## src/rtl/spi_pkg.sv

```systemverilog
// Shared types and helpers for the SPI mode sequencer.
package spi_pkg;

  typedef enum logic [2:0] {
    S_IDLE,
    S_SETUP,
    S_START_P,
    S_WAIT_DONE,
    S_GAP,
    S_ABORT_WAIT,
    S_ABORT_P,
    S_END
  } seqState_e;

  localparam logic [1:0] MODE0 = 2'd0;
  localparam logic [1:0] MODE1 = 2'd1;
  localparam logic [1:0] MODE2 = 2'd2;
  localparam logic [1:0] MODE3 = 2'd3;

  // SPI mode number maps to {CKP, CPH}: bit 1 is polarity, bit 0 is phase.
  function automatic logic [1:0] mode_to_ckp_cph(input logic [1:0] mode);
    return {mode[1], mode[0]};
  endfunction

endpackage

```

## src/rtl/spi_seq_timer.sv

```systemverilog
// Loadable down-counter with a zero flag, shared by every timed phase of the sequencer.
module spi_seq_timer #(
  parameter int W = 8
) (
  input  logic         clock_i,
  input  logic         reset_i,
  input  logic         load_i,
  input  logic [W-1:0] value_i,
  output logic         zero_o
);

  logic [W-1:0] count_q;
  logic [W-1:0] count_d;

  // A load always wins; otherwise count down and park at zero.
  always_comb begin
    count_d = count_q;
    if (load_i) begin
      count_d = value_i;
    end else if (count_q != '0) begin
      count_d = count_q - W'(1);
    end
  end

  // Counter register with synchronous reset.
  always_ff @(posedge clock_i) begin
    if (reset_i) begin
      count_q <= '0;
    end else begin
      count_q <= count_d;
    end
  end

  assign zero_o = (count_q == '0);

endmodule

```

## src/rtl/spi_mode_sequencer.sv

```systemverilog
// Sweeps all four SPI modes, issuing START-triggered transactions to the SPI master,
// timing out on a missing DONE, and finishing with an optional mid-transaction abort.
module spi_mode_sequencer
  import spi_pkg::*;
#(
  parameter int REPS      = 2,
  parameter int GAP       = 8,
  parameter int START_LEN = 3,
  parameter int SETUP     = 2,
  parameter int TIMEOUT   = 256,
  parameter int ABORT_AT  = 50,
  parameter int ABORT_LEN = 10,
  parameter int CW        = $clog2(4*REPS+2)
) (
  input  logic          clock_i,
  input  logic          reset_i,
  input  logic          run_i,
  input  logic          done_i,
  output logic          ckp_o,
  output logic          cph_o,
  output logic          start_o,
  output logic          abort_o,
  output logic [1:0]    mode_o,
  output logic          busy_o,
  output logic [CW-1:0] txnCount_o,
  output logic          error_o,
  output logic          finished_o
);

  // The timer must hold the largest phase length minus one.
  localparam int MAX1 = (SETUP > START_LEN) ? SETUP : START_LEN;
  localparam int MAX2 = (MAX1 > GAP) ? MAX1 : GAP;
  localparam int MAX3 = (MAX2 > TIMEOUT) ? MAX2 : TIMEOUT;
  localparam int MAX4 = (MAX3 > ABORT_AT) ? MAX3 : ABORT_AT;
  localparam int MAXV = (MAX4 > ABORT_LEN) ? MAX4 : ABORT_LEN;
  localparam int TW   = $clog2(MAXV + 1);
  localparam int RW   = $clog2(REPS + 1);

  // A phase of N cycles loads N-1 so the zero flag marks its final cycle.
  localparam logic [TW-1:0] SETUP_LD     = TW'(SETUP - 1);
  localparam logic [TW-1:0] START_LD     = TW'(START_LEN - 1);
  localparam logic [TW-1:0] GAP_LD       = TW'(GAP - 1);
  localparam logic [TW-1:0] TIMEOUT_LD   = TW'(TIMEOUT - 1);
  localparam logic [TW-1:0] ABORT_AT_LD  = TW'((ABORT_AT > 0) ? ABORT_AT - 1 : 0);
  localparam logic [TW-1:0] ABORT_LEN_LD = TW'(ABORT_LEN - 1);
  localparam logic [RW-1:0] REPS_V       = RW'(REPS);

  seqState_e     state_q, state_d;
  logic [1:0]    mode_q, mode_d;
  logic [RW-1:0] repCount_q, repCount_d;
  logic [CW-1:0] txnCount_q, txnCount_d;
  logic          error_q, error_d;
  logic          abortPulse_q, abortPulse_d;
  logic          abortPhase_q, abortPhase_d;

  logic          timerLoad;
  logic [TW-1:0] timerValue;
  logic          timerZero;

  spi_seq_timer #(
    .W(TW)
  ) u_timer (
    .clock_i (clock_i),
    .reset_i (reset_i),
    .load_i  (timerLoad),
    .value_i (timerValue),
    .zero_o  (timerZero)
  );

  // Next-state logic: each timed phase loads the timer on entry and exits on its zero flag.
  always_comb begin
    state_d      = state_q;
    mode_d       = mode_q;
    repCount_d   = repCount_q;
    txnCount_d   = txnCount_q;
    error_d      = error_q;
    abortPulse_d = 1'b0;
    abortPhase_d = abortPhase_q;
    timerLoad    = 1'b0;
    timerValue   = '0;
    unique case (state_q)
      S_IDLE: begin
        if (run_i) begin
          state_d      = S_SETUP;
          mode_d       = MODE0;
          repCount_d   = '0;
          txnCount_d   = '0;
          error_d      = 1'b0;
          abortPhase_d = 1'b0;
          timerLoad    = 1'b1;
          timerValue   = SETUP_LD;
        end
      end
      S_SETUP: begin
        if (timerZero) begin
          state_d    = S_START_P;
          timerLoad  = 1'b1;
          timerValue = START_LD;
        end
      end
      S_START_P: begin
        if (timerZero) begin
          timerLoad = 1'b1;
          if (abortPhase_q) begin
            state_d    = S_ABORT_WAIT;
            timerValue = ABORT_AT_LD;
          end else begin
            state_d    = S_WAIT_DONE;
            timerValue = TIMEOUT_LD;
          end
        end
      end
      S_WAIT_DONE: begin
        if (done_i) begin
          state_d    = S_GAP;
          txnCount_d = txnCount_q + CW'(1);
          repCount_d = repCount_q + RW'(1);
          timerLoad  = 1'b1;
          timerValue = GAP_LD;
        end else if (timerZero) begin
          state_d      = S_GAP;
          error_d      = 1'b1;
          abortPulse_d = 1'b1;
          repCount_d   = repCount_q + RW'(1);
          timerLoad    = 1'b1;
          timerValue   = GAP_LD;
        end
      end
      S_GAP: begin
        if (timerZero) begin
          if (abortPhase_q) begin
            state_d = S_END;
          end else if (repCount_q < REPS_V) begin
            state_d    = S_SETUP;
            timerLoad  = 1'b1;
            timerValue = SETUP_LD;
          end else if (mode_q != MODE3) begin
            state_d    = S_SETUP;
            mode_d     = mode_q + 2'd1;
            repCount_d = '0;
            timerLoad  = 1'b1;
            timerValue = SETUP_LD;
          end else if (ABORT_AT > 0) begin
            state_d      = S_SETUP;
            mode_d       = MODE0;
            abortPhase_d = 1'b1;
            timerLoad    = 1'b1;
            timerValue   = SETUP_LD;
          end else begin
            state_d = S_END;
          end
        end
      end
      S_ABORT_WAIT: begin
        if (done_i) begin
          state_d    = S_GAP;
          txnCount_d = txnCount_q + CW'(1);
          timerLoad  = 1'b1;
          timerValue = GAP_LD;
        end else if (timerZero) begin
          state_d    = S_ABORT_P;
          timerLoad  = 1'b1;
          timerValue = ABORT_LEN_LD;
        end
      end
      S_ABORT_P: begin
        if (timerZero) begin
          state_d    = S_GAP;
          timerLoad  = 1'b1;
          timerValue = GAP_LD;
        end
      end
      S_END: begin
        state_d = S_IDLE;
      end
      default: begin
        state_d = S_IDLE;
      end
    endcase
  end

  // State and datapath registers with synchronous reset.
  always_ff @(posedge clock_i) begin
    if (reset_i) begin
      state_q      <= S_IDLE;
      mode_q       <= MODE0;
      repCount_q   <= '0;
      txnCount_q   <= '0;
      error_q      <= 1'b0;
      abortPulse_q <= 1'b0;
      abortPhase_q <= 1'b0;
    end else begin
      state_q      <= state_d;
      mode_q       <= mode_d;
      repCount_q   <= repCount_d;
      txnCount_q   <= txnCount_d;
      error_q      <= error_d;
      abortPulse_q <= abortPulse_d;
      abortPhase_q <= abortPhase_d;
    end
  end

  // START and ABORT are gated by reset so the master sees them drop without waiting for an edge.
  assign start_o    = (state_q == S_START_P) && !reset_i;
  assign abort_o    = (abortPulse_q || (state_q == S_ABORT_P)) && !reset_i;
  assign busy_o     = (state_q != S_IDLE) && (state_q != S_END);
  assign finished_o = (state_q == S_END);
  assign mode_o     = mode_q;
  assign txnCount_o = txnCount_q;
  assign error_o    = error_q;
  assign {ckp_o, cph_o} = mode_to_ckp_cph(mode_q);

endmodule

```

## config.mk

```make
export PLATFORM = sky130hd
export DESIGN_NAME = spi_mode_sequencer
export DESIGN_NICKNAME = d
export VERILOG_FILES = /design/src/rtl/spi_pkg.sv /design/src/rtl/spi_seq_timer.sv /design/src/rtl/spi_mode_sequencer.sv
export SDC_FILE = /design/constraint.sdc
export NUM_CORES = 1
export LEC_CHECK = 0
export CAP_MARGIN = 10
export CORE_ASPECT_RATIO = 0.7
export CORE_UTILIZATION = 51
export DETAILED_ROUTE_END_ITERATION = 10
export GPL_TIMING_DRIVEN = 0
export PLACE_DENSITY = 0.8
export SYNTH_ARGS = -nofsm -noshare
export SYNTH_HDL_FRONTEND = slang
export SYNTH_SLANG_ARGS = --single-unit
```

## constraint.sdc

```tcl
create_clock -name clock_i -period 3.62 [get_ports clock_i]
set_clock_uncertainty 0.15 [all_clocks]
set_input_delay 0.543 -clock clock_i [delete_from_list [all_inputs] [get_ports clock_i]]
set_output_delay 0.543 -clock clock_i [all_outputs]
set_load 0.005 [all_outputs]
```

# After elaboration in Yosys (flattened, before gate mapping)
# Index checks and enable logic that the tools add are counted.
[classes]
n_addsub = 4
n_mul = 0
div = 0
magnitude_cmp = 1
eq_ne = 21
shift = 0
muxes = 55
n_bitwise = 1
n_reduce_logical = 23
[ops]
columns = ["op", "count"]
rows = [
  ["one-hot mux 8 bit (7 select lines)", 1],
  ["two-way mux 3 bit", 12],
  ["two-way mux 2 bit", 12],
  ["one-hot mux 3 bit (8 select lines)", 1],
  ["inequality test 2 bit (second input constant)", 10],
  ["two-way mux 9 bit", 2],
  ["two-way mux 4 bit", 4],
  ["two-way mux 8 bit", 2],
  ["two-way mux 1 bit", 15],
  ["equality test 3 bit (second input constant)", 4],
  ["AND reduction 5 bit", 2],
  ["logical NOT 9 bit", 1],
  ["inequality test 3 bit (second input constant)", 3],
  ["nonzero test 9 bit", 1],
  ["subtractor 9 x 1 -> 9 bit (second input constant)", 1],
  ["one-hot mux 4 bit (2 select lines)", 1],
  ["nonzero test 2 bit", 4],
  ["AND reduction 7 bit", 1],
  ["equality test 3 x 2 -> 1 bit (second input constant)", 2],
  ["one-hot mux 2 bit (3 select lines)", 1],
  ["AND reduction 3 bit", 2],
  ["nonzero test 3 bit", 2],
  ["OR reduction 3 bit", 2],
  ["adder 2 x 1 -> 2 bit (second input constant)", 2],
  ["14 further kinds", 17],
]
[word_totals]
ff_bits = 23
latchBits = 0
ram_bits = 0
romBits = 0
in_bits = 4
output_inout_bits = 13
wordCells = 113
memories = 0

# Longest topological paths before layout
# Gate-level depths: netlist of the first run.
[depth]
ltp_word = 6
depth_mapped = 8
ltp_nobuf = 7

# By module
# A second synthesis of the first run with hierarchy kept.
[unflattened]
hier_cells = 201
hier_area_um2 = 1595.3
[by_module_without_submodules]
columns = ["module", "instances", "cells_per_inst", "area_per_inst_um2", "seq_area_each_um2"]
rows = [
  ["spi_mode_sequencer", 1, 139, 1081.0, 280.3],
  ["spi_seq_timer", 1, 62, 514.2, 180.2],
]

# Worst setup path after synthesis of the first run
# Ideal clock, no wire load.
[synth_timing]
path_kind = "input port to flip-flop"
start = "input port done_i"
end = "register txnCount_q[3], in the netlist txnCount_o[3]"
setup_time_ps = 71
arrival_ps = 1749
required_time_ps = 3399
slack_ps = 1650
stages = 6
n_path_buf = 1
path_cell_list = "clkbuf_1 > nand3_1 > a21oi_2 > nor2_2 > or4b_1 > a21oi_1"
[synth_via]
elab_chain_len = 2
[synth_lines]
columns = ["element", "line_no", "source"]
rows = [
  ["start: declaration", "spi_mode_sequencer.sv:18", "input logic done_i,"],
  ["inequality test 2 x 1 -> 1 bit (no source line)", "-", ""],
  ["AND reduction 3 bit (no source line)", "-", ""],
  ["end signal: assignment", "spi_mode_sequencer.sv:196", "txnCount_q <= txnCount_d;"],
  ["end: declaration", "spi_mode_sequencer.sv:51", "logic [CW-1:0] txnCount_q, txnCount_d;"],
]
# No other way between the ends.
# A chain may end at the register's enable or synchronous reset.

# Final worst setup path of the first run
[layout_timing]
start = "register state_q[2]"
end = "output port abort_o"
[layout_via]
elab_chain_len = 3
[layout_lines]
columns = ["element", "line_no", "source"]
rows = [
  ["start: declaration", "spi_mode_sequencer.sv:48", "seqState_e state_q, state_d;"],
  ["start signal: assignment", "spi_mode_sequencer.sv:193", "state_q <= state_d;"],
  ["equality test 3 bit", "spi_mode_sequencer.sv:205", "assign abort_o = (abortPulse_q || (state_q == S_ABORT_P)) && !reset_i;"],
  ["logical OR 1 bit", "spi_mode_sequencer.sv:205", ""],
  ["logical AND 1 bit", "spi_mode_sequencer.sv:205", ""],
  ["end: declaration", "spi_mode_sequencer.sv:22", "output logic abort_o,"],
]
# No other way between the ends.

==> results.py, run 1 <==
metrics = {
    "power_and_ir_drop": {
        "sequentialPowerShare": 0.251,
        "clock_power_share": 0.102,
        "internal_power_uw": 822,
        "leakage_uw": 0.000677,
        "powerDensity_mw_per_mm2": 893,
        "switching_power_uw": 771,
        "p_comb_frac": 0.647,
        "irDropWorstVdd_uv": 306,
        "power.share.switching": 0.484,
    },
    "clock_network": {
        "clock_tree.htree_level_count": 1,
        "post_cts.resized_instances": 0,
        "postCtsHoldBufs": 0,
        "clock_latency_of_the_later_clocked_register_in_the_worst_skew_pair_ns": 0.27,
        "clock_tree_from_tritoncts": "yes",
        "cts_setup_buffers": 0,
        "numCtsBuffers": 3,
        "clk_pin_slew_worst_paths_ns": 0.09,
        "clk_path_buf_depth": 2,
        "cts_num_sinks": 23,
        "clock-root-buffer": "sky130_fd_sc_hd__clkbuf_8",
    },
    "yosys": {
        "yosysTopAreaCell": "sky130_fd_sc_hd__dfxtp_1",
        "synth_top_area_share": 0.301,
        "synth_area_mm2": 0.00153,
        "synth_area_leaders": "sky130_fd_sc_hd__dfxtp_1 30%, sky130_fd_sc_hd__a21oi_1 6.2%, sky130_fd_sc_hd__nor2_1 4.9%",
        "synth_sequential_area_ratio": 0.301,
        "synth_cells": 200,
        "yosys_warn_count": 0,
        "ys_types": 51,
        "syn_avg_cell_area_um2": 7.64,
        "synth_async_sr_flop_share": 0,
        "synthFlopType": "sky130_fd_sc_hd__dfxtp_1",
        "synth-seq-cells": 23,
        "syn-num-nets": 207,
        "synth_edf_count": 0,
    },
    "sta": {
        "setup_tns_ns": 0,
        "period_minus_slack_ns": 2.95,
        "hold_viol": 0,
        "slew_headroom": 0.535,
        "final_min_period_over_clock_period": 0.816,
        "fmaxAchievable_mhz": 339,
        "rsz0062_at_grt": "no",
        "setup_viol": 0,
        "final_max_slew_viol_count": 0,
        "tightestPinTransition_ns": 0.692,
    },
    "global_route": {
        "globalRoute.totalOverflow": 0,
        "first_pass_grt_wire_length_um": 5920,
        "groute.usage.overall": 0.253,
        "grt_antenna_before_repair": 0,
        "largest_net_degree_at_the_start_of_global_routing": 15,
        "grt_pass1_vias": 1206,
    },
    "placement": {
        "placedCellCount": 252,
        "numPortBuffers": 16,
        "place_hpwl_um": 2750,
        "place_congestion": 0.910,
        "placedInstanceArea_mm2": 0.00173,
    },
    "final_layout": {
        "layout.cell_area.non_filler_mm2": 0.00178,
        "fillers": 266,
        "highest_count_cells_in_the_layout_ignoring_fill_and_taps": "23 x sky130_fd_sc_hd__dfxtp_1, 20 x sky130_fd_sc_hd__nor2_1, 19 x sky130_fd_sc_hd__a21oi_1, 16 x sky130_fd_sc_hd__nand2_1, 16 x sky130_fd_sc_hd__clkdlybuf4s50_1",
        "n_antenna_cell": 0,
        "most_common_library_cell_in_the_layout_ignoring_fill_and_taps": "sky130_fd_sc_hd__dfxtp_1",
        "nets": 228,
        "regArea_um2": 460,
        "multi_input_gate_area_um2": 977,
        "synthToLayoutAreaGrowth_pct": 16.6,
        "drive_above_1_share": 0.0818,
        "final_cells": 256,
    },
    "setup_path": {
        "timing.critical_path.required_ns": 2.93,
        "critPathLaunchType": "flop",
        "r2r-start": "u_timer.count_q[0]$_SDFFE_PP0P_",
        "reg2regPathDepth": 7,
        "crit_startpoint": "state_q[2]$_SDFFE_PP0P_",
        "timing.reg2reg.setup_slack_ns": 1.26,
        "cp_arrival_ns": 2.26,
        "worst-setup-path-type": "flop to output port",
        "crit_end": "abort_o",
        "endpoint_kind": "output port",
        "critical_path.max_fanout": 10,
        "r2r_end": "u_timer.count_q[1]$_SDFFE_PP0P_",
    },
    "hold_path": {
        "timing.hold.worst.class": "flop to flop",
    },
    "route": {
        "ant_nets": 0,
        "detailedRoute.firstIterationViolations": 142,
        "via_per_inst": 5.91,
        "num_vias": 1514,
        "detail_route.wirelength_um": 3740,
        "drtPass1Iterations": 5,
        "drc": 0,
        "post_drt_wl_per_cell_um": 14.6,
    },
    "die": {
        "die_h_um": 47.8,
        "fp.dieArea_mm2": 0.00322,
        "floorplan.io_pins": 17,
        "placeableCoreArea_mm2": 0.00282,
        "die_w_um": 67.4,
        "std_cell_rows": 16,
        "initial_utilization": 0.542,
    },
    "run_status": {
        "outcome": "finished, final reports clean",
    },
    "run": {
        "drv.max_cap_violation_count": 0,
    },
}
## Yosys cell counts, types with 3 or more instances
| library cell | n |
|---|---|
| sky130_fd_sc_hd__nor2_1 | 20 |
| sky130_fd_sc_hd__buf_2 | 4 |
| sky130_fd_sc_hd__nand3_1 | 7 |
| sky130_fd_sc_hd__ha_1 | 3 |
| sky130_fd_sc_hd__xor2_1 | 5 |
| sky130_fd_sc_hd__and2_1 | 3 |
| sky130_fd_sc_hd__o21ai_1 | 4 |
| sky130_fd_sc_hd__nor3_1 | 10 |
| sky130_fd_sc_hd__mux2i_1 | 4 |
| sky130_fd_sc_hd__nand2_1 | 16 |
| sky130_fd_sc_hd__dfxtp_1 | 23 |
| sky130_fd_sc_hd__o21ai_0 | 10 |
| sky130_fd_sc_hd__inv_1 | 3 |
| sky130_fd_sc_hd__nand2b_1 | 7 |
| sky130_fd_sc_hd__xnor2_1 | 3 |
| sky130_fd_sc_hd__or3b_1 | 3 |
| sky130_fd_sc_hd__a21oi_1 | 19 |
| sky130_fd_sc_hd__clkbuf_1 | 9 |
| sky130_fd_sc_hd__a31oi_1 | 4 |
## layout make-up
type,count,area share
buffer,16,0.0449
clock inverter,1,0.00421
sequential,23,0.258
timing repair buffer,16,0.0898
tap,36,0.0253
clock buffer,3,0.0232
multi-input combinational,158,0.548
inverter,3,0.00632
## stage by stage
stage                     setup slack (ns)  hold slack (ns)  total power, uW  utilization
after floorplan                       1.65            0.297             1170            -
after global placement               0.852            0.309             1400        0.614
after detailed placement             0.846            0.310             1410        0.614
after CTS                            0.685            0.324             1580        0.632
after global routing                 0.529            0.337             1730        0.632
final                                0.667            0.320             1590        0.632
## registers in the layout (all words and copies together) (netlist names)
signal	flops
abortPhase_q	1
state_q	3
repCount_q	2
error_o	1
abortPulse_q	1
mode_o	2
u_timer.count_q	9
txnCount_o	4
## how the worst min path moves through the flow
stage / start / endpoint / slack [ns] / depth (start not counted)
after floorplan: u_timer.count_q[8]$_SDFFE_PP0P_ / u_timer.count_q[8]$_SDFFE_PP0P_ / 0.30 / 2
final: u_timer.count_q[8]$_SDFFE_PP0P_ / u_timer.count_q[8]$_SDFFE_PP0P_ / 0.32 / 2
after global placement: u_timer.count_q[8]$_SDFFE_PP0P_ / u_timer.count_q[8]$_SDFFE_PP0P_ / 0.31 / 2
after detailed placement: error_o$_SDFFE_PP0P_ / error_o$_SDFFE_PP0P_ / 0.31 / 2
after global routing: u_timer.count_q[8]$_SDFFE_PP0P_ / u_timer.count_q[8]$_SDFFE_PP0P_ / 0.34 / 2
after CTS: u_timer.count_q[8]$_SDFFE_PP0P_ / u_timer.count_q[8]$_SDFFE_PP0P_ / 0.32 / 2
## power groups by stage
stage,Sequential [uW],Combinational [uW],Clock [uW]
final,400,1030,162
after global routing,410,1140,179
after CTS,399,1020,168
after detailed placement,404,1010,0
after global placement,403,998,0
after floorplan,387,785,0
## cells by family after synthesis
logic type,synth area share
adders and majority gates,0.0246
DFF,0.301
and+or+nand+nor,0.309
xor gates and xnor gates,0.0458
muxes,0.0262
buffers and inverters,0.0597
AOI/OAI and AO/OA,0.233
## routing by layer
metal / share of wire / routed length [um] / global-route usage
met1: 0.51 / 1920 / 0.390
met2: 0.40 / 1490 / 0.352
met5: 0 / 0 / 0
met4: 0 / 0 / 0.0255
met3: 0.087 / 325 / 0.0714
## worst max-delay path, cell delays in order (launching register included)
cell and delay (ns):
sky130_fd_sc_hd__dfxtp_1 0.40, sky130_fd_sc_hd__clkbuf_1 0.36, sky130_fd_sc_hd__buf_2 0.29, sky130_fd_sc_hd__buf_2 0.25, sky130_fd_sc_hd__a21oi_1 0.09, sky130_fd_sc_hd__nor2_1 0.10
sky130_fd_sc_hd__clkdlybuf4s50_1 0.51
Note: power is estimated with default switching activity, not from simulation.
==> inputs of run 2 (changes only) <==
==> constraint.sdc (replaced) <==
create_clock -name clock_i -period 3 [get_ports clock_i]
set_clock_uncertainty 0.15 [all_clocks]
set_input_delay 0.45 -clock clock_i [delete_from_list [all_inputs] [get_ports clock_i]]
set_output_delay 0.45 -clock clock_i [all_outputs]
set_load 0.005 [all_outputs]
==> results of run 2 <==
Same layout as run 1 (identical final DEF). Status: finished, final reports clean.
Among the figures that moved: setup slack after placement 0.846 ns -> 0.404 ns; setup slack after layout 0.667 ns -> 0.140 ns; register-to-register setup slack 1.26 ns -> 0.64 ns; total power 1590 uW -> 1920 uW; worst IR drop on VDD 306 uV -> 369 uV
